[config.mk]
export PLATFORM = sky130hd
export DESIGN_NAME = run_detect
export DESIGN_NICKNAME = d
export VERILOG_FILES = /design/src/rtl/run_detect.sv
export SDC_FILE = /design/constraint.sdc
export NUM_CORES = 1
export LEC_CHECK = 0
export CORE_MARGIN = 2
export CORE_UTILIZATION = 45
export DETAILED_ROUTE_END_ITERATION = 10
export PLACE_DENSITY = 0.69
export SYNTH_ARGS = -nofsm -noshare
export SYNTH_HDL_FRONTEND = slang
export SYNTH_SLANG_ARGS = --single-unit
[constraint.sdc]
create_clock -name clk -period 4.1 [get_ports clk]
set_input_delay 0.41 -clock clk [delete_from_list [all_inputs] [get_ports clk]]
set_output_delay 0.41 -clock clk [all_outputs]
set_load 0.01 [all_outputs]
[src/rtl/run_detect.sv]
// Multi-channel run-length detector with per-channel saturating counters.
// Optional sticky hit flags are enabled by defining RUN_DETECT_STICKY_EN.
module run_detect #(
    parameter int CH    = 4,
    parameter int CNT_W = 4,
    parameter int MODE  = 0
) (
    input  logic             clk,
    input  logic             reset,
    input  logic [CH-1:0]    in,
    input  logic [CNT_W-1:0] thresh,
`ifdef RUN_DETECT_STICKY_EN
    input  logic [CH-1:0]    clr,
    output logic [CH-1:0]    sticky,
`endif
    output logic [CH-1:0]    out,
    output logic [CH-1:0]    level,
    output logic [CH-1:0]    hit
);

    localparam logic [CNT_W-1:0] CNT_MAX = '1;
    localparam logic [CNT_W-1:0] CNT_ONE = {{(CNT_W-1){1'b0}}, 1'b1};

    logic [CH-1:0]    in_q;
    logic [CH-1:0]    out_d_q;
    logic [CNT_W-1:0] cnt_q [CH];
    logic [CNT_W-1:0] cnt_d [CH];

    // Next run length per channel: extend, saturate, or restart the run
    always_comb begin
        for (int i = 0; i < CH; i++) begin
            cnt_d[i] = cnt_q[i];
            if (MODE == 0) begin
                if (!in[i])
                    cnt_d[i] = '0;
                else if (cnt_q[i] != CNT_MAX)
                    cnt_d[i] = cnt_q[i] + CNT_ONE;
            end else begin
                if (in[i] != in_q[i])
                    cnt_d[i] = CNT_ONE;
                else if (cnt_q[i] != CNT_MAX)
                    cnt_d[i] = cnt_q[i] + CNT_ONE;
            end
        end
    end

    // Threshold compare is combinational so a new thresh applies at once
    always_comb begin
        out = '0;
        for (int i = 0; i < CH; i++)
            out[i] = (cnt_q[i] >= thresh) && (thresh != '0);
    end

    assign hit   = out & ~out_d_q;
    assign level = in_q;

    // Sample input, advance counters and remember out for edge detection
    always_ff @(posedge clk) begin
        if (reset) begin
            in_q    <= '0;
            out_d_q <= '0;
            for (int i = 0; i < CH; i++)
                cnt_q[i] <= '0;
        end else begin
            in_q    <= in;
            out_d_q <= out;
            for (int i = 0; i < CH; i++)
                cnt_q[i] <= cnt_d[i];
        end
    end

`ifdef RUN_DETECT_STICKY_EN
    logic [CH-1:0] sticky_q;

    // Sticky flag: set by a hit, cleared by clr, set wins on collision
    always_ff @(posedge clk) begin
        if (reset)
            sticky_q <= '0;
        else
            sticky_q <= (sticky_q & ~clr) | hit;
    end

    assign sticky = sticky_q;
`endif

endmodule

==> impl_metrics.env, run 1 <==
export IMPL_use_met1_pct=21.9
export IMPL_ir_drop_uv=182
export IMPL_syn_num_nets=171
export IMPL_period_minus_slack_ns=2.94
export IMPL_ys_seq_area_share_pct=36.9
export IMPL_relSlewSlack_pct=64.0
export IMPL_p_clk_share_pct=24.0
export IMPL_clkSlewWorstSetupHoldPaths_ns=0.12
export IMPL_grt_pass1_wl_mm=4.17
export IMPL_dpl_cell_area_um2=1550
export IMPL_pwr_density_cell_nw_per_um2=267
export IMPL_mappedNetlistArea_um2=1300
export IMPL_ant_nets=0
export IMPL_drive_gt1_share_pct=5.45
export IMPL_finalMaxSlewViolations=0
export IMPL_cp_data_arrival_time_ns=2.53
export IMPL_port_buffer_count=21
export IMPL_viasPerCell=5.34
export IMPL_antenna_found_initial=0
export IMPL_intPower_mw=0.314
export IMPL_htreeDepth=1
export IMPL_final_cell_mix="24 x dfxtp_1, 23 x nor2_1, 21 x clkdlybuf4s50_1, 20 x ha_1, 13 x nor3_1"
export IMPL_initial_core_util_pct=47.2
export IMPL_top_usage_layer="met2"
export IMPL_avgSynthCellArea_um2=9.23
export IMPL_regArea_um2=480
export IMPL_dr_pass1_iters=4
export IMPL_required_ns=3.69
export IMPL_cts_buffer_depth=2
export IMPL_syn_inst=141
export IMPL_setup_viol=0
export IMPL_tns_ns=0
export IMPL_cts_root_buf="clkbuf_4"
export IMPL_rsz0062_at_grt="false"
export IMPL_hpwlAfterDp_mm=1.91
export IMPL_ys_warn_count=0
export IMPL_drt_wirelength_per_cell_um=12.3
export IMPL_fin_crit_sh_pct=71.7
export IMPL_cts_made_buffers=3
export IMPL_grt_max_degree=13
export IMPL_cts_sinks=24
export IMPL_routed_wirelength_mm=2.41
export IMPL_fillers=256
export IMPL_net_switching_power_mw=0.106
export IMPL_critPathLaunchType="input port"
export IMPL_tightest_slew_ns=0.536
export IMPL_worstSetupPathType="in2out"
export IMPL_grtUsageTotal_pct=15.9
export IMPL_row_count=19
export IMPL_p_leak_nw=0.688
export IMPL_dieArea_um2=3340
export IMPL_crit_fanout=5
export IMPL_grt_use_met3_pct=2.46
export IMPL_grt_overflow_total=0
export IMPL_cts_resized=0
export IMPL_nets=197
export IMPL_drc_errors=0
export IMPL_multi_input_area_um2=779
export IMPL_num_vias=1047
export IMPL_die_y_um=57.8
export IMPL_insertedDiodeCount=0
export IMPL_end_kind="primary output"
export IMPL_fmax_mhz=340
export IMPL_place_gp_congestion=0.701
export IMPL_holdCritPathClass="reg2reg"
export IMPL_met2_usage_pct=25.5
export IMPL_power_frac_comb_pct=17.4
export IMPL_hold_violations=0
export IMPL_area_delta_synth_final_pct=20.9
export IMPL_layout_commonest_cell="dfxtp_1"
export IMPL_post_cts_buffers=0
export IMPL_cts_tree="built"
export IMPL_clk_insertion_delay_late_ns=0.31
export IMPL_synth_distinct_cells=18
export IMPL_die_x_um=57.8
export IMPL_core_area_um2=2760
export IMPL_holdWs_ns=0.542
export IMPL_ctsHoldBuffers=0
export IMPL_skew_ns=0.000814
export IMPL_grt_pass1_vias=989
export IMPL_switching_share_pct=25.3
export IMPL_fin_area_um2=1570
export IMPL_drt_iter0_markers=12
export IMPL_cap_viol_max_count=0
export IMPL_outcome="complete, no violations"
export IMPL_ios=22
export IMPL_r2r_slack_ns=2.47
export IMPL_ys_ff_latch=24
export IMPL_seqPwrFrac_pct=58.6
==> state kept, by name, indices dropped and copies added (netlist names) <==
name,cells
out_d_q,4
level,4
cnt_q,16
==> cells by family after synthesis <==
logic type,after synthesis,synth area share (%)
mux,4,3.08
buf+inv,11,3.17
compound gates,15,10.6
flops,24,36.9
xor+xnor,4,2.69
simple gates,63,24.3
fa+ha+maj,20,19.2
==> layout make-up <==
cell class | count | area share, %
Multi-Input combinational cell | 106 | 49.6
Sequential cell | 24 | 30.5
Timing Repair Buffer | 21 | 13.4
Inverter | 11 | 2.63
Tap cell | 31 | 2.47
Clock buffer | 3 | 1.43
==> stage by stage <==
| stage | util (%) | setup slack, ns | power [mW] | std cells |
|---|---|---|---|---|
| 6_report | 57.0 | 1.16 | 0.421 | 196 |
| 5_1_grt | 57.0 | 0.988 | 0.443 | 196 |
| 4_1_cts | 57.0 | 1.15 | 0.426 | 196 |
| 3_5_place_dp | 56.2 | 1.15 | 0.326 | 193 |
| 2_1_floorplan | - | 2.30 | 0.293 | 141 |
| 3_3_place_gp | 56.2 | 1.17 | 0.323 | 193 |
==> synth_stat cells <==
library cell,count,area share (%)
dfxtp_1,24,37
nor2_1,23,6.6
ha_1,20,19
nor3_1,13,5.0
inv_1,11,3.2
nand2b_1,8,3.8
nand3_1,8,3.1
a2111oi_2,4,4.6
a31oi_1,4,1.9
mux2i_1,4,3.1
nand2_1,4,1.2
nor4_1,4,1.9
o21a_1,4,2.3
xnor2_1,4,2.7
a211oi_1,3,1.7
nor3b_1,1,0.58
nor4_4,1,1.6
or2_2,1,0.48
==> power groups by stage <==
stage	combinational (mW)	sequential, mW	clock [mW]
floorplan	0.0416	0.252	0
global placement	0.0716	0.251	0
detailed placement	0.0738	0.252	0
CTS	0.0744	0.247	0.105
global route	0.0823	0.248	0.113
finish	0.0730	0.246	0.101
==> critical path, stage by stage <==
cell and delay (ns):
clkdlybuf4s50_1 0.61, ha_1 0.27, nand2b_1 0.15, a2111oi_2 0.48
nor3_1 0.10, clkdlybuf4s50_1 0.51
==> final timing paths <==
kind	end	start	cells past startpoint
min	cnt_q[3][3]	cnt_q[3][3]	1
max	out[1]	thresh[0]	6
min reg2reg	cnt_q[3][3]	cnt_q[3][3]	1
max reg2reg	out_d_q[1]	cnt_q[1][0]	5
==> routing by layer <==
layer | up-vias | part of all wire [%] | routed length [um]
met1 | 473 | 50 | 1200
met4 | 0 | 1.2 | 28
met3 | 4 | 3.9 | 93
met5 | - | 0 | 0
met2 | 18 | 45 | 1090
li1 | 552 | - | -
(Power assumes the default switching activity.)
==> inputs of run 2 (changes only) <==
- PLACE_DENSITY: 0.69 -> 0.72
- clock period: 4.1 -> 2.5 ns (I/O delays scaled with it)
==> run 2 against run 1 <==
Sequential share of layout area decreased by 1.6 points. Clock power grew 110%. Register-to-register slack got worse by 1.4 ns. Combinational power grew 88%. Critical path depth unchanged. Non-clock buffer count grew 5. Sequential cell count did not move. Utilization increased by 4.7 points. Total power is 79% higher. Sequential power is 64% higher. Die area unchanged. Cell count increased by 3.1%.
==> impl_metrics.env, run 2 (synthesized netlist as in run 1, its figures left out) <==
export IMPL_holdCritPathClass="reg2reg"
export IMPL_outcome="complete, no violations"
export IMPL_drive_gt1_share_pct=11.1
export IMPL_skew_ns=0.00233
export IMPL_dieArea_um2=3340
export IMPL_ir_drop_uv=418
export IMPL_die_x_um=57.8
export IMPL_grt_pass1_wl_mm=4.60
export IMPL_htreeDepth=1
export IMPL_cts_root_buf="clkbuf_4"
export IMPL_rsz0062_at_grt="false"
export IMPL_fillers=249
export IMPL_pwr_density_cell_nw_per_um2=443
export IMPL_critPathLaunchType="input port"
export IMPL_wl_met3_um=67
export IMPL_top_register="cnt_q"
export IMPL_multi_input_area_um2=830
export IMPL_top_layer="met4"
export IMPL_wl_met1_mm=1.16
export IMPL_antenna_found_initial=0
export IMPL_routed_wirelength_mm=2.68
export IMPL_worstSetupPathType="in2out"
export IMPL_clkSlewWorstSetupHoldPaths_ns=0.13
export IMPL_utilization_pct=61.8
export IMPL_finalMaxSlewViolations=0
export IMPL_hold_violations=0
export IMPL_layout_commonest_cell="nor2_1"
export IMPL_regArea_um2=493
export IMPL_critPathBufInv=3
export IMPL_relSlewSlack_pct=79.1
export IMPL_nets=202
export IMPL_wl_met2_mm=1.40
export IMPL_core_area_um2=2760
export IMPL_drc_errors=0
export IMPL_slowest_stage="clkdlybuf4s50_1"
export IMPL_cts_sinks=24
export IMPL_crit_fanout=4
export IMPL_cap_viol_max_count=0
export IMPL_insertedDiodeCount=0
export IMPL_grt_pass1_vias=1115
export IMPL_end_kind="primary output"
export IMPL_port_buffer_count=21
export IMPL_required_ns=2.25
export IMPL_fmax_mhz=409
export IMPL_num_vias=1101
export IMPL_place_gp_congestion=0.743
export IMPL_path_cells="clkdlybuf4s50_1, inv_1, ha_1, a2111oi_4, nor3_1, clkdlybuf4s50_1"
export IMPL_initial_core_util_pct=47.2
export IMPL_cts_made_buffers=3
export IMPL_ctsHoldBuffers=0
export IMPL_row_count=19
export IMPL_grtUsageTotal_pct=17.7
export IMPL_grt_max_degree=14
export IMPL_die_y_um=57.8
export IMPL_drt_iter0_markers=39
export IMPL_area_delta_synth_final_pct=30.9
export IMPL_period_minus_slack_ns=2.45
export IMPL_dr_pass1_iters=4
export IMPL_cp_data_arrival_time_ns=2.20
export IMPL_cpPeakStageDelay_ns=0.49
export IMPL_largest_reg_flops=16
export IMPL_cts_buffer_depth=2
export IMPL_viasPerCell=5.45
export IMPL_drt_wirelength_per_cell_um=13.3
export IMPL_tightest_slew_ns=0.313
export IMPL_grt_overflow_total=0
export IMPL_clk_insertion_delay_late_ns=0.33
export IMPL_finalPower_mw=0.754
export IMPL_setup_viol=0
export IMPL_cp_common_cell="clkdlybuf4s50_1"
export IMPL_critPathTopFamily="buffers and inverters"
export IMPL_p_leak_nw=0.850
export IMPL_hpwlAfterDp_mm=2.06
export IMPL_holdWs_ns=0.549
export IMPL_ant_nets=0
export IMPL_fin_crit_sh_pct=97.8
export IMPL_cts_tree="built"
export IMPL_ios=22
export IMPL_final_cell_mix="23 x nor2_1, 20 x ha_1, 20 x dfxtp_1, 13 x nor3_1, 13 x clkdlybuf4s50_1"
export IMPL_post_cts_buffers=0
## run 2: worst paths after layout
check	cells after the start	to	startpoint	slack, ns
setup reg to reg	5	out_d_q[2]	cnt_q[2][0]	1.03
hold / removal	1	cnt_q[2][3]	cnt_q[2][3]	0.55
setup / recovery	6	out[1]	thresh[1]	0.05
hold reg to reg	1	cnt_q[2][3]	cnt_q[2][3]	0.55
## run 2: what timing repair did
item	4_1_cts	5_1_grt
gates resized for setup	9	10
setup endpoints to repair	8	8
pin swaps	0	3
## run 2: cell type report
type	count	share of cell area (%)
Multi-Input combinational cell	106	48.7
Sequential cell	24	28.9
Timing Repair Buffer	26	15.5
Inverter	11	2.42
Tap cell	31	2.28
Clock buffer	4	2.13
## run 2: routing by layer
metal / GRT usage [%] / vias to the layer above
met1: 19.9 / 519
met4: 7.64 / 0
li1: - / 565
met5: 0 / -
met2: 33.0 / 12
met3: 2.46 / 5
## run 2: power by group
group | total (mW) | internal (mW) | switching [mW]
combinational | 0.137 | 0.0766 | 0.0603
sequential | 0.404 | 0.393 | 0.0104
clock | 0.213 | 0.0893 | 0.124
## run 2: metrics by stage
stage	setup TNS [ns]	setup slack (ns)	std cells	area, um^2
after floorplan	0	0.861	141	1300
after global placement	-0.402	-0.0655	198	1590
after detailed placement	-0.500	-0.0768	198	1590
after CTS	0	0.0397	202	1680
after global routing	0	0.00914	202	1700
final	0	0.0544	202	1700
==> patch (settings of run 2) <==
`MODE`: 0 -> 1.
--- a/src/rtl/run_detect.sv
+++ b/src/rtl/run_detect.sv
@@ -4,5 +4,5 @@
     parameter int CH    = 4,
     parameter int CNT_W = 4,
-    parameter int MODE  = 0
+    parameter int MODE  = 1
 ) (
     input  logic             clk,
Function: changed (Yosys sat finds a counterexample within 4 cycles, from zero or initial values and one cycle with reset high).
==> patch against run 2 <==
Sequential cell count unchanged; total power grew 9.8%; cell count rose by 2.0%; synthesized cell count up 0.71%; critical path type unchanged; synthesized area grew 4.6%; setup slack worse by 9.1 ps; critical endpoint unchanged; final area grew 4.6%; largest power group unchanged; wire length is 2.8% higher.
==> patch: results (changes against run 2) <==
metric	value	unit	change
outcome	finished, final reports clean		unchanged
antenna_found_initial	0		unchanged
p_clk	204	uW	was 213 uW
routed_wl	2750	um	was 2680 um
synth_compound_area_frac	0.114		was 0.106
grt_usage	0.167		was 0.177
timing.rr.start	cnt_q[1][0]		was cnt_q[2][0]
finalHoldWorstSlack	527	ps	was 549 ps
synthTopCellsByArea	dfxtp_1 35%, ha_1 18%, xnor2_1 5.1%		was dfxtp_1 37%, ha_1 19%, nor2_1 6.6%
r2r_end	out_d_q[1]		was out_d_q[2]
muxShareOfSynthArea	0.0294		was 0.0308
hold_path_end	level[0]		was cnt_q[2][3]
synth_warnings	0		unchanged
place_congestion	0.742		was 0.743
first_iter_violations	43		was 39
critical-path-top-delay-family	buffers and inverters		unchanged
ys_top_cells_by_count	24 x dfxtp_1, 20 x ha_1, 12 x nor2_1, 12 x nor3_1		was 24 x dfxtp_1, 23 x nor2_1, 20 x ha_1, 13 x nor3_1, 11 x inv_1
wl_met1	1280	um	was 1160 um
insertion_delay	310	ps	was 330 ps
vdd_ir_drop_max	0.275	mV	was 0.418 mV
synthXorXnorAreaFrac	0.0515		was 0.0269
met2_length	1320	um	was 1400 um
cp_max_fo	4		unchanged
dr_wl_met3	110	um	was 67 um
syn-instance-count	142		was 141
synth_nets	172		was 171
p_int	607	uW	was 559 uW
min_path_cells	2		was 1
drive_gt1_frac	0.137		was 0.111
placed_area	1640	um2	was 1590 um2
crit_path_end	out[1]		unchanged
ys_seq_area_frac	0.353		was 0.369
dp.cells	198		unchanged
avgViaCountPerCell	5.50		was 5.45
hold_start	in[0]		was cnt_q[2][3]
grt_pass1_wl	4480	um	was 4600 um
ys_types	21		was 18
crit_top_cell	clkdlybuf4s50_1		unchanged
combPwrFrac	0.245		was 0.182
min_path_type	input pin to flip-flop		was flip-flop to flip-flop
reg2reg_depth	6		was 5
finalNonFillerCells	206		was 202
leakagePower	0.000786	uW	was 0.000850 uW
grt_max_degree	14		unchanged
place_ws	-79.6	ps	was -76.8 ps
hpwl	2040	um	was 2060 um
p_sw	220	uW	was 195 uW
max-slew-margin-rel	0.691		was 0.791
min_period	2450	ps	about the same
clock_skew	0.970	ps	was 2.33 ps
synth_fa_ha_area_frac	0.184		was 0.192
rrSetupSlack	940	ps	was 1030 ps
grt_pass1_vias	1068		was 1115
-- patch: cell types whose count changed in the layout (fill, tap and decap cells not counted), moves of 4 or more --
cell and change:
inv_1 -4, nand2_1 -4, nand3b_1 +4, nor2b_1 +4, a21oi_1 +4, nor2_1 -11
o21ai_0 +4, buf_4 +4, xnor2_1 +4
-- patch: repair_timing --
action                                  in CTS  in global routing
setup buffers                                0                  4
endpoints found under the setup margin       8                  8
resized for setup                            8                  6
pin swaps                                    0                  4
-- patch: final cells by class --
| type | instances | area [um2] |
|---|---|---|
| Clock buffer | 4 | 36.3 |
| Fill cell | 248 | 1020 |
| Inverter | 7 | 26.3 |
| Multi-Input combinational cell | 110 | 907 |
| Sequential cell | 24 | 485 |
| Tap cell | 31 | 38.8 |
| Timing Repair Buffer | 30 | 287 |
-- patch: metal layers --
layer / up-vias / global-route usage
met5: - / 0
met4: 0 / 0.0877
met3: 4 / 0.0284
met2: 21 / 0.289
met1: 526 / 0.196
li1: 582 / -
